File: config.mk
export PLATFORM = sky130hd
export DESIGN_NAME = alu_input_seq_flat
export DESIGN_NICKNAME = d
export VERILOG_FILES = /design/src/rtl/alu_input_seq_pkg.sv /design/src/rtl/alu_input_seq_if.sv /design/src/rtl/alu_input_seq_btn_debounce.sv /design/src/rtl/alu_input_seq.sv /design/src/flat_wrapper.sv
export SDC_FILE = /design/constraint.sdc
export NUM_CORES = 1
export LEC_CHECK = 0
export ABC_AREA = 0
export ABC_CLOCK_PERIOD_IN_PS = 1200
export CORE_MARGIN = 5
export CORE_UTILIZATION = 40
export DETAILED_ROUTE_END_ITERATION = 8
export PLACE_DENSITY_LB_ADDON = 0.12
export SLEW_MARGIN = 5
export SYNTH_ARGS = -nofsm -noshare
export SYNTH_HDL_FRONTEND = slang
export SYNTH_SLANG_ARGS = --single-unit
File: constraint.sdc
create_clock -name clk -period 1.2 [get_ports clk]
set_input_delay 0.12 -clock clk [delete_from_list [all_inputs] [get_ports clk]]
set_output_delay 0.12 -clock clk [all_outputs]
set_load 0.05 [all_outputs]
File: src/rtl/alu_input_seq_pkg.sv
// Shared encodings and defaults for the ALU operand/opcode sequencer.
package alu_seq_pkg;
  localparam int ST_W           = 3;
  localparam int DEB_CYCLES_DEF = 4;

  typedef enum logic [ST_W-1:0] {
    S_WAIT_A  = 3'd0,
    S_WAIT_B  = 3'd1,
    S_WAIT_OP = 3'd2,
    S_EXEC    = 3'd3,
    S_SHOW    = 3'd4
  } state_e;
endpackage

File: src/rtl/alu_input_seq_if.sv
// Board-side bundle: switches and buttons in, ALU operands / LEDs / state out.
interface alu_seq_if
  import alu_seq_pkg::*;
#(
  parameter int NB_DATA = 4,
  parameter int NB_OP   = 6,
  parameter int NB_SW   = 6
);
  logic [NB_SW-1:0]   i_sw;
  logic               i_btn_next;
  logic               i_btn_clr;
  logic [NB_DATA-1:0] i_result;
  logic [NB_DATA-1:0] o_datoA;
  logic [NB_DATA-1:0] o_datoB;
  logic [NB_OP-1:0]   o_operation;
  logic [NB_DATA-1:0] o_leds;
  logic               o_result_valid;
  logic [ST_W-1:0]    o_state;

  modport master (
    output i_sw, i_btn_next, i_btn_clr, i_result,
    input  o_datoA, o_datoB, o_operation, o_leds, o_result_valid, o_state
  );
  modport slave (
    input  i_sw, i_btn_next, i_btn_clr, i_result,
    output o_datoA, o_datoB, o_operation, o_leds, o_result_valid, o_state
  );
endinterface

File: src/rtl/alu_input_seq_btn_debounce.sv
// One raw button: 2-FF synchronizer, stability counter, rising-edge pulse.
module btn_debounce #(
  parameter int DEB_CYCLES = alu_seq_pkg::DEB_CYCLES_DEF
) (
  input  logic clk,
  input  logic i_rst_n,
  input  logic btn,
  output logic pulse
);
  localparam int CW = (DEB_CYCLES < 2) ? 1 : $clog2(DEB_CYCLES);

  logic [1:0]    sync;
  logic [CW-1:0] cnt;
  logic          level, level_q;

  always_ff @(posedge clk or negedge i_rst_n) begin
    if (!i_rst_n) begin
      sync    <= '0;
      cnt     <= '0;
      level   <= 1'b0;
      level_q <= 1'b0;
    end else begin
      sync    <= {sync[0], btn};
      level_q <= level;
      // Level only flips after DEB_CYCLES consecutive disagreeing samples.
      if (sync[1] != level) begin
        if (cnt == CW'(DEB_CYCLES - 1)) begin
          level <= sync[1];
          cnt   <= '0;
        end else begin
          cnt <= cnt + 1'b1;
        end
      end else begin
        cnt <= '0;
      end
    end
  end

  assign pulse = level & ~level_q;
endmodule

File: src/rtl/alu_input_seq.sv
// Steps A, B, opcode capture from one switch bank, waits ALU_LAT, shows result.
module alu_input_seq
  import alu_seq_pkg::*;
#(
  parameter int NB_DATA    = 4,
  parameter int NB_OP      = 6,
  parameter int NB_SW      = 6,
  parameter int DEB_CYCLES = DEB_CYCLES_DEF,
  parameter int ALU_LAT    = 1
) (
  input logic      clk,
  input logic      i_rst_n,
  alu_seq_if.slave bus
);
  localparam int CW = (ALU_LAT < 1) ? 1 : $clog2(ALU_LAT + 1);

  logic [1:0] raw, pulse;
  logic       next_p, clr_p;

  assign raw = {bus.i_btn_clr, bus.i_btn_next};

  for (genvar g = 0; g < 2; g++) begin : g_btn
    btn_debounce #(.DEB_CYCLES(DEB_CYCLES)) u_btn (
      .clk     (clk),
      .i_rst_n (i_rst_n),
      .btn     (raw[g]),
      .pulse   (pulse[g])
    );
  end

  assign next_p = pulse[0];
  assign clr_p  = pulse[1];

  state_e             state;
  logic [CW-1:0]      lat_cnt;
  logic [NB_DATA-1:0] dato_a, dato_b, leds;
  logic [NB_OP-1:0]   op;
  logic               vld;

  always_ff @(posedge clk or negedge i_rst_n) begin
    if (!i_rst_n) begin
      state   <= S_WAIT_A;
      lat_cnt <= '0;
      dato_a  <= '0;
      dato_b  <= '0;
      op      <= '0;
      leds    <= '0;
      vld     <= 1'b0;
    end else if (clr_p) begin
      // Clear outranks a coincident next.
      state   <= S_WAIT_A;
      lat_cnt <= '0;
      dato_a  <= '0;
      dato_b  <= '0;
      op      <= '0;
      leds    <= '0;
      vld     <= 1'b0;
    end else begin
      case (state)
        S_WAIT_A: if (next_p) begin
          dato_a <= bus.i_sw[NB_DATA-1:0];
          state  <= S_WAIT_B;
        end
        S_WAIT_B: if (next_p) begin
          dato_b <= bus.i_sw[NB_DATA-1:0];
          state  <= S_WAIT_OP;
        end
        S_WAIT_OP: if (next_p) begin
          op      <= bus.i_sw[NB_OP-1:0];
          lat_cnt <= '0;
          state   <= S_EXEC;
        end
        S_EXEC: begin
          if (lat_cnt == CW'(ALU_LAT)) begin
            leds  <= bus.i_result;
            vld   <= 1'b1;
            state <= S_SHOW;
          end else begin
            lat_cnt <= lat_cnt + 1'b1;
          end
        end
        S_SHOW: if (next_p) begin
          vld   <= 1'b0;
          state <= S_WAIT_A;
        end
        default: state <= S_WAIT_A;
      endcase
    end
  end

  assign bus.o_datoA        = dato_a;
  assign bus.o_datoB        = dato_b;
  assign bus.o_operation    = op;
  assign bus.o_leds         = leds;
  assign bus.o_result_valid = vld;
  assign bus.o_state        = state;
endmodule

File: src/flat_wrapper.sv
// flat-port wrapper written by rule: the top's interface ports become plain ports
module alu_input_seq_flat import alu_seq_pkg::*;
#(
  parameter int NB_DATA    = 4,
  parameter int NB_OP      = 6,
  parameter int NB_SW      = 6,
  parameter int DEB_CYCLES = DEB_CYCLES_DEF,
  parameter int ALU_LAT    = 1
)
  (clk, i_rst_n, bus_i_sw, bus_i_btn_next, bus_i_btn_clr, bus_i_result, bus_o_datoA, bus_o_datoB, bus_o_operation, bus_o_leds, bus_o_result_valid, bus_o_state);
  alu_seq_if #(.NB_DATA(NB_DATA), .NB_OP(NB_OP), .NB_SW(NB_SW)) bus_i ();
  input logic clk;
  input logic i_rst_n;
  input wire logic [$bits(bus_i.i_sw)-1:0] bus_i_sw;
  input wire logic [$bits(bus_i.i_btn_next)-1:0] bus_i_btn_next;
  input wire logic [$bits(bus_i.i_btn_clr)-1:0] bus_i_btn_clr;
  input wire logic [$bits(bus_i.i_result)-1:0] bus_i_result;
  output wire logic [$bits(bus_i.o_datoA)-1:0] bus_o_datoA;
  output wire logic [$bits(bus_i.o_datoB)-1:0] bus_o_datoB;
  output wire logic [$bits(bus_i.o_operation)-1:0] bus_o_operation;
  output wire logic [$bits(bus_i.o_leds)-1:0] bus_o_leds;
  output wire logic [$bits(bus_i.o_result_valid)-1:0] bus_o_result_valid;
  output wire logic [$bits(bus_i.o_state)-1:0] bus_o_state;
  assign bus_i.i_sw = bus_i_sw;
  assign bus_i.i_btn_next = bus_i_btn_next;
  assign bus_i.i_btn_clr = bus_i_btn_clr;
  assign bus_i.i_result = bus_i_result;
  assign bus_o_datoA = bus_i.o_datoA;
  assign bus_o_datoB = bus_i.o_datoB;
  assign bus_o_operation = bus_i.o_operation;
  assign bus_o_leds = bus_i.o_leds;
  assign bus_o_result_valid = bus_i.o_result_valid;
  assign bus_o_state = bus_i.o_state;
  alu_input_seq #(.NB_DATA(NB_DATA), .NB_OP(NB_OP), .NB_SW(NB_SW), .DEB_CYCLES(DEB_CYCLES), .ALU_LAT(ALU_LAT)) u_core (.clk(clk), .i_rst_n(i_rst_n), .bus(bus_i));
endmodule
==> Word-level counts from Yosys, hierarchy flattened <==
Cells that the tools add are included.
{ "classes": {"muxes": 29, "eq_ne": 13, "add_sub_neg": 3, "bitwise_logic": 4, "n_reduce_logical": 18} }
{ "op_table": {"columns": ["operator", "n"], "rows": [
  ["$mux W4", 8],
  ["$mux W3", 6],
  ["$mux W6", 3],
  ["$pmux W3 S5", 1],
  ["$reduce_and A2 Y1", 7],
  ["$ne A3 B2 Y1 const B", 4],
  ["$reduce_bool A2 Y1", 6],
  ["$mux W2", 4],
  ["$eq A3 B2 Y1 const B", 2],
  ["$reduce_bool A3 Y1", 2],
  ["$mux W1", 5],
  ["$reduce_and A5 Y1", 1],
  ["$add A2 B1 Y2 const B", 2],
  ["$eq A2 B2 Y1 const B", 2],
  ["$pmux W1 S2", 2],
  ["$eq A3 B1 Y1 const B", 1],
  ["$eq A3 B3 Y1 const B", 1],
  ["$logic_not A3 Y1", 1],
  ["$ne A3 B1 Y1 const B", 1],
  ["$reduce_and A3 Y1", 1],
  ["$and A1 B1 Y1", 2],
  ["$ne A1 B1 Y1", 2],
  ["$not A1 Y1", 2],
  ["$add A1 B1 Y1 const B", 1]
]} }
{ "word_totals": {"regBits": 35, "out_inout_bits": 22} }

==> Depth between registers and ports, before layout <==
Gate-level depths: netlist (run 1).
{ "depth": {"depth_word": 5, "mapped_depth": 4, "mapped_depth_nobuf": 3} }

==> By module <==
Synthesis (run 1) repeated with hierarchy kept, for this count alone.
{ "hier_totals": {"hier_cells": 127, "area_unflattened_um2": 1581.5} }
{ "modules_own_cells": {"columns": ["module", "instances", "cells_each", "area_per_inst_um2"], "rows": [
  ["alu_input_seq", 1, 103, 1171.1],
  ["btn_debounce", 2, 12, 205.2]
]} }

==> Worst setup path after synthesis (run 1) <==
OpenSTA, ideal clock, no wires.
{ "synth_path": {"path_type": "reg-to-reg", "from": "register u_core.state[1] (netlist: u_core.bus.o_state[1])", "to": "register u_core.leds[0] (netlist: u_core.bus.o_leds[0])", "setup_time_ps": 130, "setup_slack_ps": -274, "path_stages_with_launch": 5, "t_required_ps": 1070, "period_less_slack_ps": 1474, "t_arrival_ps": 1344, "cell_sequence": "dfrtp_1 > buf_2 > nand4b_2 > mux2i_1 > nor2_1"} }
{ "synth_via": {"elab_chain_cells": 3} }
{ "synth_rtl": {"columns": ["item", "line_no", "rtl"], "rows": [
  ["from (decl)", "alu_input_seq.sv:34", "state_e state;"],
  ["from (signal assigned)", "alu_input_seq.sv:42", "state <= S_WAIT_A;"],
  ["from (signal assigned)", "alu_input_seq.sv:51", "state <= S_WAIT_A;"],
  ["from (signal assigned)", "alu_input_seq.sv:62", "state <= S_WAIT_B;"],
  ["$eq A3 B2 Y1", "alu_input_seq.sv:59", "case (state)"],
  ["$reduce_bool A2 Y1 (no source line)", null, null],
  ["$reduce_and A2 Y1 (no source line)", null, null],
  ["to (signal assigned)", "alu_input_seq.sv:75", "leds <= bus.i_result;"],
  ["to (decl)", "alu_input_seq.sv:36", "logic [NB_DATA-1:0] dato_a, dato_b, leds;"]
]} }
No other way between the ends.
A chain may end at the register's enable or synchronous reset.

==> Worst setup path in the final report (run 1) <==
{ "layout_path": {"from": "register u_core.state[2] (netlist: u_core.bus.o_state[2])", "to": "register u_core.dato_b[1] (netlist: u_core.bus.o_datoB[1])"} }
{ "layout_via": {"elab_chain_cells": 3} }
{ "layout_rtl": {"columns": ["item", "line_no", "rtl"], "rows": [
  ["$eq A3 B1 Y1", "alu_input_seq.sv:59", null],
  ["$reduce_bool A2 Y1 (no source line)", null, null],
  ["$reduce_and A2 Y1 (no source line)", null, null],
  ["to (signal assigned)", "alu_input_seq.sv:65", "dato_b <= bus.i_sw[NB_DATA-1:0];"],
  ["to (decl)", "alu_input_seq.sv:36", null]
]} }
No other way between the ends.

==> summary.txt, run 1 <==
Synth
  – Mapped Avg Cell Area: roughly 12 µm²
  – Cell variety after synth: 26
  – Area leader, netlist: dfrtp_1
  – Post-synth top cells: dfrtp_1, nand2_1, mux2i_1
  – #FFs+latches synth: 35
  – Post-Syn Instances: 119
  – Ys flop type: dfrtp_1
  – Top cell type's share of synthesized area: 61.1%
  – Post-synth EDFFs: 0
  – Synth area leaders: dfrtp_1, mux2i_1, nand2_1
  – Synth Net Count: approximately 140
  – Ys async rst share: between 90% and 100%
  – Sequential area share after synthesis: between 60% and 70%
  – Post-Syn Area: approximately 1400 µm²
  – YS warnings: 0
  – Top-count cell post-synth: dfrtp_1

Timing
  – Fmax: 825 MHz
  – Final worst slack: -0.0116 ns
  – Final period util: 101%
  – Min Tclk post-route: 1.21 ns
  – Clock skew: ~0.012 ns
  – Final hold violations: 0
  – RSZ-0062 raised after global routing: true
  – Slew @ Worst Pin: 0.375 ns
  – Hold WS: 0.151 ns
  – Setup violators final: 8
  – Slew HR: between 70 and 80%
  – Max-slew violation count: 0

Power
  – Clock share of power: 18.6%
  – Max VDD drop: roughly 0.0013 V
  – Leak: around 1.1 nW
  – Internal power: roughly 3.5 mW
  – Net Sw Frac: 37.6%
  – Sequential group share of total power: around a third
  – Pwr Density: between 2000 and 2500 nW/µm²
  – Final Power: ~5.6 mW
  – Combinational Power Share: between 40 and 50%
  – NetSw: roughly 2.1 mW

Critical path
  – RR Startpoint: u_core.bus.o_state[2]$_DFFE_PN0P_
  – Critical Path Fanout Max: 4
  – Worst R2R Setup Slack: -0.01 ns
  – Critical-path cell list: nor3b_4 > and3b_2 > mux2i_1
  – Worst flop-to-flop path endpoint: u_core.bus.o_datoB[1]$_DFFE_PN0P_
  – Setup CP Type: reg2reg
  – CP arrival: approximately 1.5 ns
  – Critical Path RT: approximately 1.5 ns
  – CP startpoint: u_core.bus.o_state[2]$_DFFE_PN0P_
  – FF-to-FF path depth: 3
  – Critical Path End: u_core.bus.o_datoB[1]$_DFFE_PN0P_
  – Type of origin of the critical path: register
  – Worst path max stage delay: between 0.4 and 0.5 ns
  – Worst Setup End Kind: register
  – Worst path slowest cell: dfrtp_2

Finish
  – Post-synthesis to final-layout area growth: 57.1%
  – Share of cells above drive strength 1: between 30 and 40%
  – Fill count: between 200 and 300
  – Area of the multi-input gates: roughly 560 µm²
  – Layout Nets: about 180
  – # diodes: 0
  – Register area: between 800 and 900 µm²
  – Count of non-filler cells in the finished layout: 210

Global route
  – Met2 usage: roughly a fifth
  – Met1 usage: 14.2%
  – Largest net degree at the start of global routing: 36
  – Congestion Overflow GR: 0
  – Total track usage: about an eighth
  – First-pass GRT wire length: roughly 4.7 mm
  – Met3 usage: about 6.0%
  – Number of global-route vias before repair: roughly 980
  – Initial antenna violation count: 0
  – Top Usage Layer GRT: met2

Clocking
  – CTS clock-pin slew for the worst setup and hold paths: 0.11 ns
  – Clock root buffer: clkbuf_4
  – Clk Latency, worst-skew pair: between 0.3 and 0.4 ns
  – Num CTS Buffers: 5
  – CTS Hold Buffers Added: 0
  – CTS tree: yes
  – CTS Sinks: 35
  – H-Tree Level Count: 2
  – Clk buf depth: 2

Floorplanning
  – Std cell rows: 21
  – I/O pin count: 36
  – Die width: 69.9 µm
  – Die ar.: approximately 4900 µm²
  – Die Y: 69.9 µm
  – Core Area: around 3400 µm²
  – Initial Utilization: 42.0%

Route
  – DR WL/cell: between 10 and 15 µm
  – DRC Markers: 0
  – Detailed Route Iter0 Violations: 30
  – Vias: 990
  – DR pass1 iterations: 4
  – Detailed Route WL: 2.74 mm
  – Antenna-violating nets left: 0
  – Avg Vias per Cell: between 4 and 5

Placement
  – Placement Setup Slack: -0.0842 ns
  – Placed Cells: 199
  – Port-buffer cells: 35
  – DP Wirelength: 2.01 mm
  – Gpl congestion: roughly 0.80

Min path
  – HP Class: in2async

Status
  – Status: finished, violations left
  – Failing checks: negative setup slack

Job
  – Maxcap violations: 0
area by class of cell:
cell class              instances  share of cell area, %
flip-flops and latches         35                   39.1
repair buffers                 43                   28.7
multi-input cells              77                   24.8
clock inverters                 3                   3.00
well taps                      46                   2.56
clock buffers                   5                   1.67
inverters                       1                  0.167
worst min path at each step:
stage | from | endpoint | slack (ns)
5_1_grt | i_rst_n | u_core.g_btn[1].u_btn.sync[1]$_DFF_PN0_ | 0.14
3_3_place_gp | u_core.g_btn[1].u_btn.sync[0]$_DFF_PN0_ | u_core.g_btn[1].u_btn.sync[1]$_DFF_PN0_ | 0.34
6_report | i_rst_n | u_core.g_btn[1].u_btn.level_q$_DFF_PN0_ | 0.15
4_1_cts | i_rst_n | u_core.g_btn[1].u_btn.level$_DFFE_PN0P_ | 0.14
2_1_floorplan | i_rst_n | u_core.bus.o_datoA[0]$_DFFE_PN0P_ | -0.18
3_5_place_dp | u_core.g_btn[1].u_btn.sync[0]$_DFF_PN0_ | u_core.g_btn[1].u_btn.sync[1]$_DFF_PN0_ | 0.34
critical path, delay by kind of cell (launching register included):
family           cells  cell delay, ns
muxes                1            0.21
DFF                  1            0.44
and+or+nand+nor      2            0.49
through the flow:
stage / instance area, µm² / TNS, ns / util (%)
floorplan: 1460 / -1.14 / -
global placement: 2090 / -0.109 / 61.3
detailed placement: 2090 / -0.720 / 61.3
CTS: 2220 / -0.306 / 64.9
global route: 2250 / -1.06 / 65.9
finish: 2250 / -0.0519 / 65.9
power groups by stage:
stage,clock (mW),sequential [mW],combinational [mW]
finish,1.04,1.89,2.65
global route,1.12,1.94,2.83
CTS,1.07,1.90,2.58
detailed placement,0,1.91,2.53
global placement,0,1.89,2.48
floorplan,0,2.43,0.812
registers in the layout, indices dropped and copies added, names as in the netlist:
signal / flops
u_core.g_btn.u_btn.sync: 4
u_core.g_btn.u_btn.level_q: 2
u_core.g_btn.u_btn.cnt: 4
u_core.bus.o_operation: 6
u_core.g_btn.u_btn.level: 2
u_core.bus.o_state: 3
u_core.bus.o_leds: 4
u_core.bus.o_datoA: 4
u_core.bus.o_result_valid: 1
u_core.bus.o_datoB: 4
u_core.lat_cnt: 1
cells in the final DEF (no fill, tap or decap), drive strengths merged:
master / n
clkdlybuf4s50: 13
a21oi: 4
a211oi: 1
xnor2: 2
nand2: 23
ha: 2
inv: 1
and3b: 1
dfrtp: 35
nor3: 3
bufinv: 2
nand2b: 3
mux2i: 18
o21ai: 1
nor3b: 1
nor2: 5
nor4bb: 1
clkinvlp: 1
mux2: 2
or2: 1
nor2b: 3
clkbuf: 5
o41ai: 1
nand4b: 1
nand3b: 1
nand3: 2
buf: 30
o211ai: 1
repair_timing:
item / CTS / global route
buffers inserted: 0 / 3
endpoints found under the setup margin: 24 / 22
pin swaps: 2 / 1
resized for setup: 4 / 2
logic make-up (layout without fill, tap and decap cells):
logic type / count (synthesis) / after routing / synth area share (%)
simple gates: 45 / 45 / 16.1
flops: 35 / 35 / 61.1
mux: 20 / 20 / 14.1
compound gates: 8 / 8 / 3.40
buf+inv: 7 / 52 / 2.27
fa+ha+maj: 2 / 2 / 1.74
xor+xnor: 2 / 2 / 1.22
layer usage:
layer	up-vias	wire, µm
met4	0	20
li1	487	-
met2	33	1340
met5	-	0
met3	2	210
met1	468	1160
No activity file was read; power rests on OpenSTA's default activity.
==> run 2, diff against run 1 <==
--- a/config.mk
+++ b/config.mk
@@ -8,7 +8,7 @@
 export ABC_AREA = 0
 export ABC_CLOCK_PERIOD_IN_PS = 1200
 export CORE_MARGIN = 5
-export CORE_UTILIZATION = 40
+export CORE_UTILIZATION = 43
 export DETAILED_ROUTE_END_ITERATION = 8
 export PLACE_DENSITY_LB_ADDON = 0.12
 export SLEW_MARGIN = 5
==> run 2 against run 1 <==
Against the previous run:
- critical path depth is the same
- sequential share of layout area grew 0.71 points
- first-iteration DRC count shrank 20%
- clock-buffer cell count grew 2
- the run still ends with negative setup slack left
- clock power shrank 38%
- clock skew shrank 0.0033 ns
- largest cell class unchanged
- non-clock buffer count grew 2
- sequential power is essentially flat
- maximum frequency shrank 5.9%
- register-to-register slack lost 0.08 ns
==> summary.txt, run 2 (synthesized netlist as in run 1, its figures left out) <==
Job
  – Maxcap violations: 0 (unchanged)

Status
  – Status: finished, violations left
  – Failing checks: negative setup slack

Critical path
  – Worst path slowest cell: dfrtp_1
  – Type of origin of the critical path: register
  – Worst path max stage delay: 0.43 ns (about the same)
  – Worst Setup End Kind: register
  – Worst R2R Setup Slack: -0.09 ns (-0.08 ns)
  – Critical Path RT: 1.45 ns (about the same)
  – CP startpoint: u_core.g_btn[0].u_btn.level_q$_DFF_PN0_
  – RR Startpoint: u_core.g_btn[0].u_btn.level_q$_DFF_PN0_
  – Setup CP Type: reg2reg
  – Critical Path Fanout Max: 4 (unchanged)
  – Critical-path cell list: nor3b_4 > and3b_2 > mux2i_1
  – CP arrival: 1.53 ns (+0.05 ns)

Clocking
  – CTS Sinks: 35 (unchanged)
  – CTS Hold Buffers Added: 0 (unchanged)
  – Clk Latency, worst-skew pair: 0.33 ns (about the same)
  – CTS clock-pin slew for the worst setup and hold paths: 0.10 ns (about the same)
  – Num CTS Buffers: 5 (unchanged)
  – H-Tree Level Count: 2 (unchanged)
  – Clk buf depth: 2 (unchanged)
  – CTS tree: yes
  – Clock root buffer: clkbuf_4

Floorplanning
  – Core Area: 3280 µm² (-3.8%)
  – I/O pin count: 36 (unchanged)
  – Die width: 67.7 µm (-3.0%)
  – Die Y: 67.7 µm (-3.0%)
  – Std cell rows: 21 (unchanged)
  – Initial Utilization: 43.7% (+1.7 points)
  – Die ar.: 4590 µm² (-6.0%)

Global route
  – Initial antenna violation count: 0 (unchanged)
  – Number of global-route vias before repair: 1145 (+17%)
  – Largest net degree at the start of global routing: 36 (unchanged)
  – First-pass GRT wire length: 5.24 mm (+12%)
  – Congestion Overflow GR: 0 (unchanged)
  – Total track usage: 15.9% (+3.8 points)

Finish
  – Commonest non-fill, non-tap cell in the layout: dfrtp_1
  – Share of cells above drive strength 1: 30.7% (+0.24 points)
  – Count of non-filler cells in the finished layout: 212 (+0.95%)
  – # diodes: 0 (unchanged)
  – Layout Nets: 181 (+1.1%)
  – Max FFs per register: 6 (unchanged)
  – Most frequent cells in the layout: dfrtp_1, nand2_1, buf_12
  – Post-synthesis to final-layout area growth: 54.3%

Timing
  – Final hold violations: 0 (unchanged)
  – Setup violators final: 17 (+9)
  – Slew HR: 75.0% (+0.15 points)
  – Final worst slack: -0.0874 ns (-0.0758 ns)
  – Clock skew: 0.00824 ns (-0.00332 ns)
  – Final period util: 107% (+6.3 points)
  – Setup TNS: -0.634 ns (-0.582 ns)
  – Max-slew violation count: 0 (unchanged)
  – Slew @ Worst Pin: 0.373 ns (-0.00218 ns)
  – RSZ-0062 raised after global routing: true
  – Fmax: 777 MHz (-5.9%)
  – Min Tclk post-route: 1.29 ns (+0.0758 ns)

Route
  – Vias: 1042 (+5.3%)
  – DRC Markers: 0 (unchanged)
  – Antenna-violating nets left: 0 (unchanged)
  – Avg Vias per Cell: 4.92 (+4.3%)
  – Detailed Route Iter0 Violations: 24 (-20%)
  – DR pass1 iterations: 4 (unchanged)
  – Detailed Route WL: 3.06 mm (+12%)
  – DR WL/cell: 14.4 µm (+11%)

Min path
  – HP Class: in2async

Placement
  – Gpl congestion: 0.813 (+2.1%)
  – Port-buffer cells: 35 (unchanged)
  – Placed Cells: 199 (unchanged)
  – Placement Setup Slack: -0.130 ns (-0.0454 ns)
  – DP Wirelength: 2.25 mm (+12%)

Power
  – Max VDD drop: 0.00110 V (-15%)
  – Final Power: 5.19 mW (-6.9%)
  – Leak: 1.07 nW (-2.9%)
  – Pwr Density: 2350 nW/µm² (-5.2%)
==> run 2: final timing paths <==
path,endpoint,depth (start not counted)
worst min register to register,u_core.g_btn[0].u_btn.sync[1]$_DFF_PN0_,0
worst max register to register,u_core.bus.o_datoB[2]$_DFFE_PN0P_,3
worst max-delay path,u_core.bus.o_datoB[2]$_DFFE_PN0P_,3
min in group clk,u_core.g_btn[1].u_btn.sync[0]$_DFF_PN0_,1
max in group asynchronous,u_core.bus.o_state[1]$_DFFE_PN0P_,2
worst min-delay path,u_core.bus.o_result_valid$_DFFE_PN0P_,2
==> run 2: through the flow <==
| step | hold slack (ns) | utilization [%] | instance area (µm²) |
|---|---|---|---|
| finish | 0.143 | 67.4 | 2210 |
| global route | 0.140 | 67.4 | 2210 |
| CTS | 0.136 | 66.9 | 2200 |
| detailed placement | 0.335 | 63.8 | 2090 |
| global placement | 0.337 | 63.8 | 2090 |
| floorplan | -0.176 | - | 1460 |
==> run 2: layout make-up <==
cell class,instances,area (µm²)
clock inverters,1,5.00
flip-flops and latches,35,880
repair buffers,45,662
fillers,248,1070
inverters,1,3.75
multi-input cells,77,549
clock buffers,7,55.1
well taps,46,57.6
==> run 2: critical path, delay by kind of cell, from the launching register on <==
family	cells	cell delay, ns
flops	1	0.43
mux	1	0.22
simple gates	2	0.55
==> run 2: what timing repair did <==
item                                    in CTS  in global routing
gates resized for setup                      4                  1
cloned                                       0                  0
endpoints found under the setup margin      23                 23
setup buffers                                4                  1
pin swaps                                    2                  1
==> run 2: power breakdown <==
group	internal [mW]	leakage (nW)	total (mW)	switching, mW
combinational	1.29	0.581	2.64	1.35
clock	0.284	0.0353	0.647	0.363
sequential	1.52	0.456	1.90	0.373
==> run 2: metal layers <==
layer  part of all wire [%]  track usage, %  vias to the layer above
met1                     40            17.7                      507
met5                      0               0                        -
li1                       -               -                      497
met2                     51            26.1                       31
met3                    6.7            5.82                        7
met4                    2.4            8.86                        0
==> run 3, diff against run 2 <==
--- a/config.mk
+++ b/config.mk
@@ -6,11 +6,11 @@
 export NUM_CORES = 1
 export LEC_CHECK = 0
 export ABC_AREA = 0
-export ABC_CLOCK_PERIOD_IN_PS = 1200
 export CORE_MARGIN = 5
 export CORE_UTILIZATION = 43
 export DETAILED_ROUTE_END_ITERATION = 8
 export PLACE_DENSITY_LB_ADDON = 0.12
+export REMOVE_ABC_BUFFERS = 1
 export SLEW_MARGIN = 5
 export SYNTH_ARGS = -nofsm -noshare
 export SYNTH_HDL_FRONTEND = slang
==> run 3 against run 2 <==
Against the previous run:
- first-iteration DRC count up 50%
- power is 6.4% higher
- non-clock buffer count increased by 6
- core utilization is 3.4 points higher
- global-route usage fell by 0.51 points
- clock power rose by 13%
- the flow still finishes with violations (negative setup slack)
- die area is the same
- hold slack lost 0.015 ns
==> summary.txt, run 3 (synthesized netlist as in run 1, its figures left out) <==
Finish
  – Most frequent cells in the layout: dfrtp_1, nand2_1, buf_12
  – # diodes: 0 (unchanged)
  – Register area: 878 µm² (-0.14%)
  – Layout Nets: 187 (+3.3%)
  – Area of the multi-input gates: 587 µm² (+6.8%)
  – Post-synthesis to final-layout area growth: 62.1%
  – Fill count: 227 (-8.5%)
  – Fin util: 70.8% (+3.4 points)
  – Max FFs per register: 6 (unchanged)
  – Commonest non-fill, non-tap cell in the layout: dfrtp_1
  – Share of cells above drive strength 1: 35.5% (+4.7 points)
  – Count of non-filler cells in the finished layout: 218 (+2.8%)

Global route
  – Number of global-route vias before repair: 1141 (-0.35%)
  – First-pass GRT wire length: 5.09 mm (-2.8%)
  – Largest net degree at the start of global routing: 36 (unchanged)
  – Total track usage: 15.4% (-0.51 points)
  – Congestion Overflow GR: 0 (unchanged)
  – Initial antenna violation count: 0 (unchanged)

Route
  – Top Layer Used: met4
  – DR WL met3: 154 µm (-25%)
  – DR WL/cell: 14.4 µm (-0.40%)
  – Met2 WL: 1.56 mm (-0.13%)
  – DRC Markers: 0 (unchanged)
  – Antenna-violating nets left: 0 (unchanged)
  – Vias: 1071 (+2.8%)
  – DR pass1 iterations: 4 (unchanged)
  – Met1 WL: 1.29 mm (+5.5%)
  – Avg Vias per Cell: 4.91 (about the same)
  – Detailed Route Iter0 Violations: 36 (+50%)
  – Detailed Route WL: 3.14 mm (+2.4%)

Critical path
  – FF-to-FF path depth: 3 (unchanged)
  – Type of origin of the critical path: register
  – Worst path max stage delay: 0.43 ns (about the same)
  – Worst path slowest cell: dfrtp_1
  – Setup CP Type: reg2out
  – Worst Setup End Kind: output pin
  – Critical-path cell list: buf_6 > buf_6 > buf_12
  – Critical Path RT: 1.08 ns (-0.37 ns)
  – CP arrival: 1.16 ns (-0.37 ns)
  – Most Frequent Cell on Critical Path: buf_6
  – Critical Path Fanout Max: 5 (+1)

Timing
  – Setup violators final: 14 (-3)
  – Slew HR: 67.5% (-7.6 points)
  – Final hold violations: 0 (unchanged)
  – Final worst slack: -0.0783 ns (+0.00916 ns)
  – Clock skew: 0.0123 ns (+0.00409 ns)
  – RSZ-0062 raised after global routing: true
  – Slew @ Worst Pin: 0.486 ns (+0.113 ns)
  – Hold WS: 0.128 ns (-0.0151 ns)
  – Final period util: 107% (-0.76 points)
  – Max-slew violation count: 0 (unchanged)
  – Fmax: 782 MHz (+0.72%)
  – Min Tclk post-route: 1.28 ns (-0.00916 ns)

Placement
  – Placement Setup Slack: -0.128 ns (+0.00175 ns)
  – Gpl congestion: 0.857 (+5.4%)
  – Placed Cells: 203 (+2.0%)
  – DP Wirelength: 2.10 mm (-6.7%)
  – Port-buffer cells: 35 (unchanged)

Floorplanning
  – Die ar.: 4590 µm² (unchanged)
  – Die Y: 67.7 µm (unchanged)
  – Initial Utilization: 43.7% (unchanged)
  – Die width: 67.7 µm (unchanged)
  – I/O pin count: 36 (unchanged)
  – Std cell rows: 21 (unchanged)
  – Core Area: 3280 µm² (unchanged)

Power
  – Max VDD drop: 0.00102 V (-7.2%)
  – Leak: 1.15 nW (+7.4%)
  – Pwr Density: 2370 nW/µm² (+1.2%)
  – Final Power: 5.52 mW (+6.4%)

Min path
  – HP Class: in2async

Clocking
  – Clk buf depth: 2 (unchanged)
  – Clk Latency, worst-skew pair: 0.34 ns (about the same)
  – Num CTS Buffers: 5 (unchanged)
  – H-Tree Level Count: 2 (unchanged)
  – Clock root buffer: clkbuf_4
  – CTS clock-pin slew for the worst setup and hold paths: 0.11 ns (about the same)
  – CTS tree: yes
  – CTS Sinks: 35 (unchanged)

Job
  – Maxcap violations: 0 (unchanged)

Status
  – Status: finished, violations left
  – Failing checks: negative setup slack
[run 3: area by class of cell]
class	instances	area share, %
multi-input cells	77	25.2
repair buffers	51	31.2
flip-flops and latches	35	37.8
well taps	46	2.48
clock buffers	7	2.80
inverters	1	0.161
clock inverters	1	0.323
[run 3: power breakdown]
part	internal, mW	total (mW)	switching (mW)
clock	0.342	0.732	0.390
combinational	1.44	2.92	1.47
sequential	1.52	1.87	0.347
total	3.31	5.52	2.21
[run 3: timing repair]
action	in CTS	in global routing
hold buffers	0	0
resized for setup	11	9
setup buffers	6	2
cloned	0	0
setup endpoints to repair	26	25
pin swaps	0	3
[run 3: stage by stage]
step,cell area [µm²],setup TNS [ns]
finish,2320,-0.385
global route,2320,-1.57
floorplan,1410,-4.34
detailed placement,2110,-0.753
CTS,2270,-0.423
global placement,2110,-0.490
[run 3: path summary, 6_finish.rpt]
kind	start	end	slack, ns
max	u_core.bus.o_state[2]$_DFFE_PN0P_	bus_o_state[2]	-0.08
min	i_rst_n	u_core.bus.o_operation[0]$_DFFE_PN0P_	0.13
max reg2reg	u_core.g_btn[0].u_btn.level_q$_DFF_PN0_	u_core.bus.o_datoB[0]$_DFFE_PN0P_	-0.05
min reg2reg	u_core.g_btn[0].u_btn.sync[0]$_DFF_PN0_	u_core.g_btn[0].u_btn.sync[1]$_DFF_PN0_	0.36
max in group asynchronous	i_rst_n	u_core.bus.o_state[0]$_DFFE_PN0P_	0.88
min in group clk	bus_i_btn_clr	u_core.g_btn[1].u_btn.sync[0]$_DFF_PN0_	0.21
[run 3: metal layers]
metal,GRT usage [%],up-vias
li1,-,503
met1,16.3,520
met2,26.5,36
met3,3.99,12
met4,10.6,0
met5,0,-
[run 3: critical path, delay by kind of cell (launching register included)]
family | cells | cell delay, ns
buf+inv | 3 | 0.39
flops | 1 | 0.43
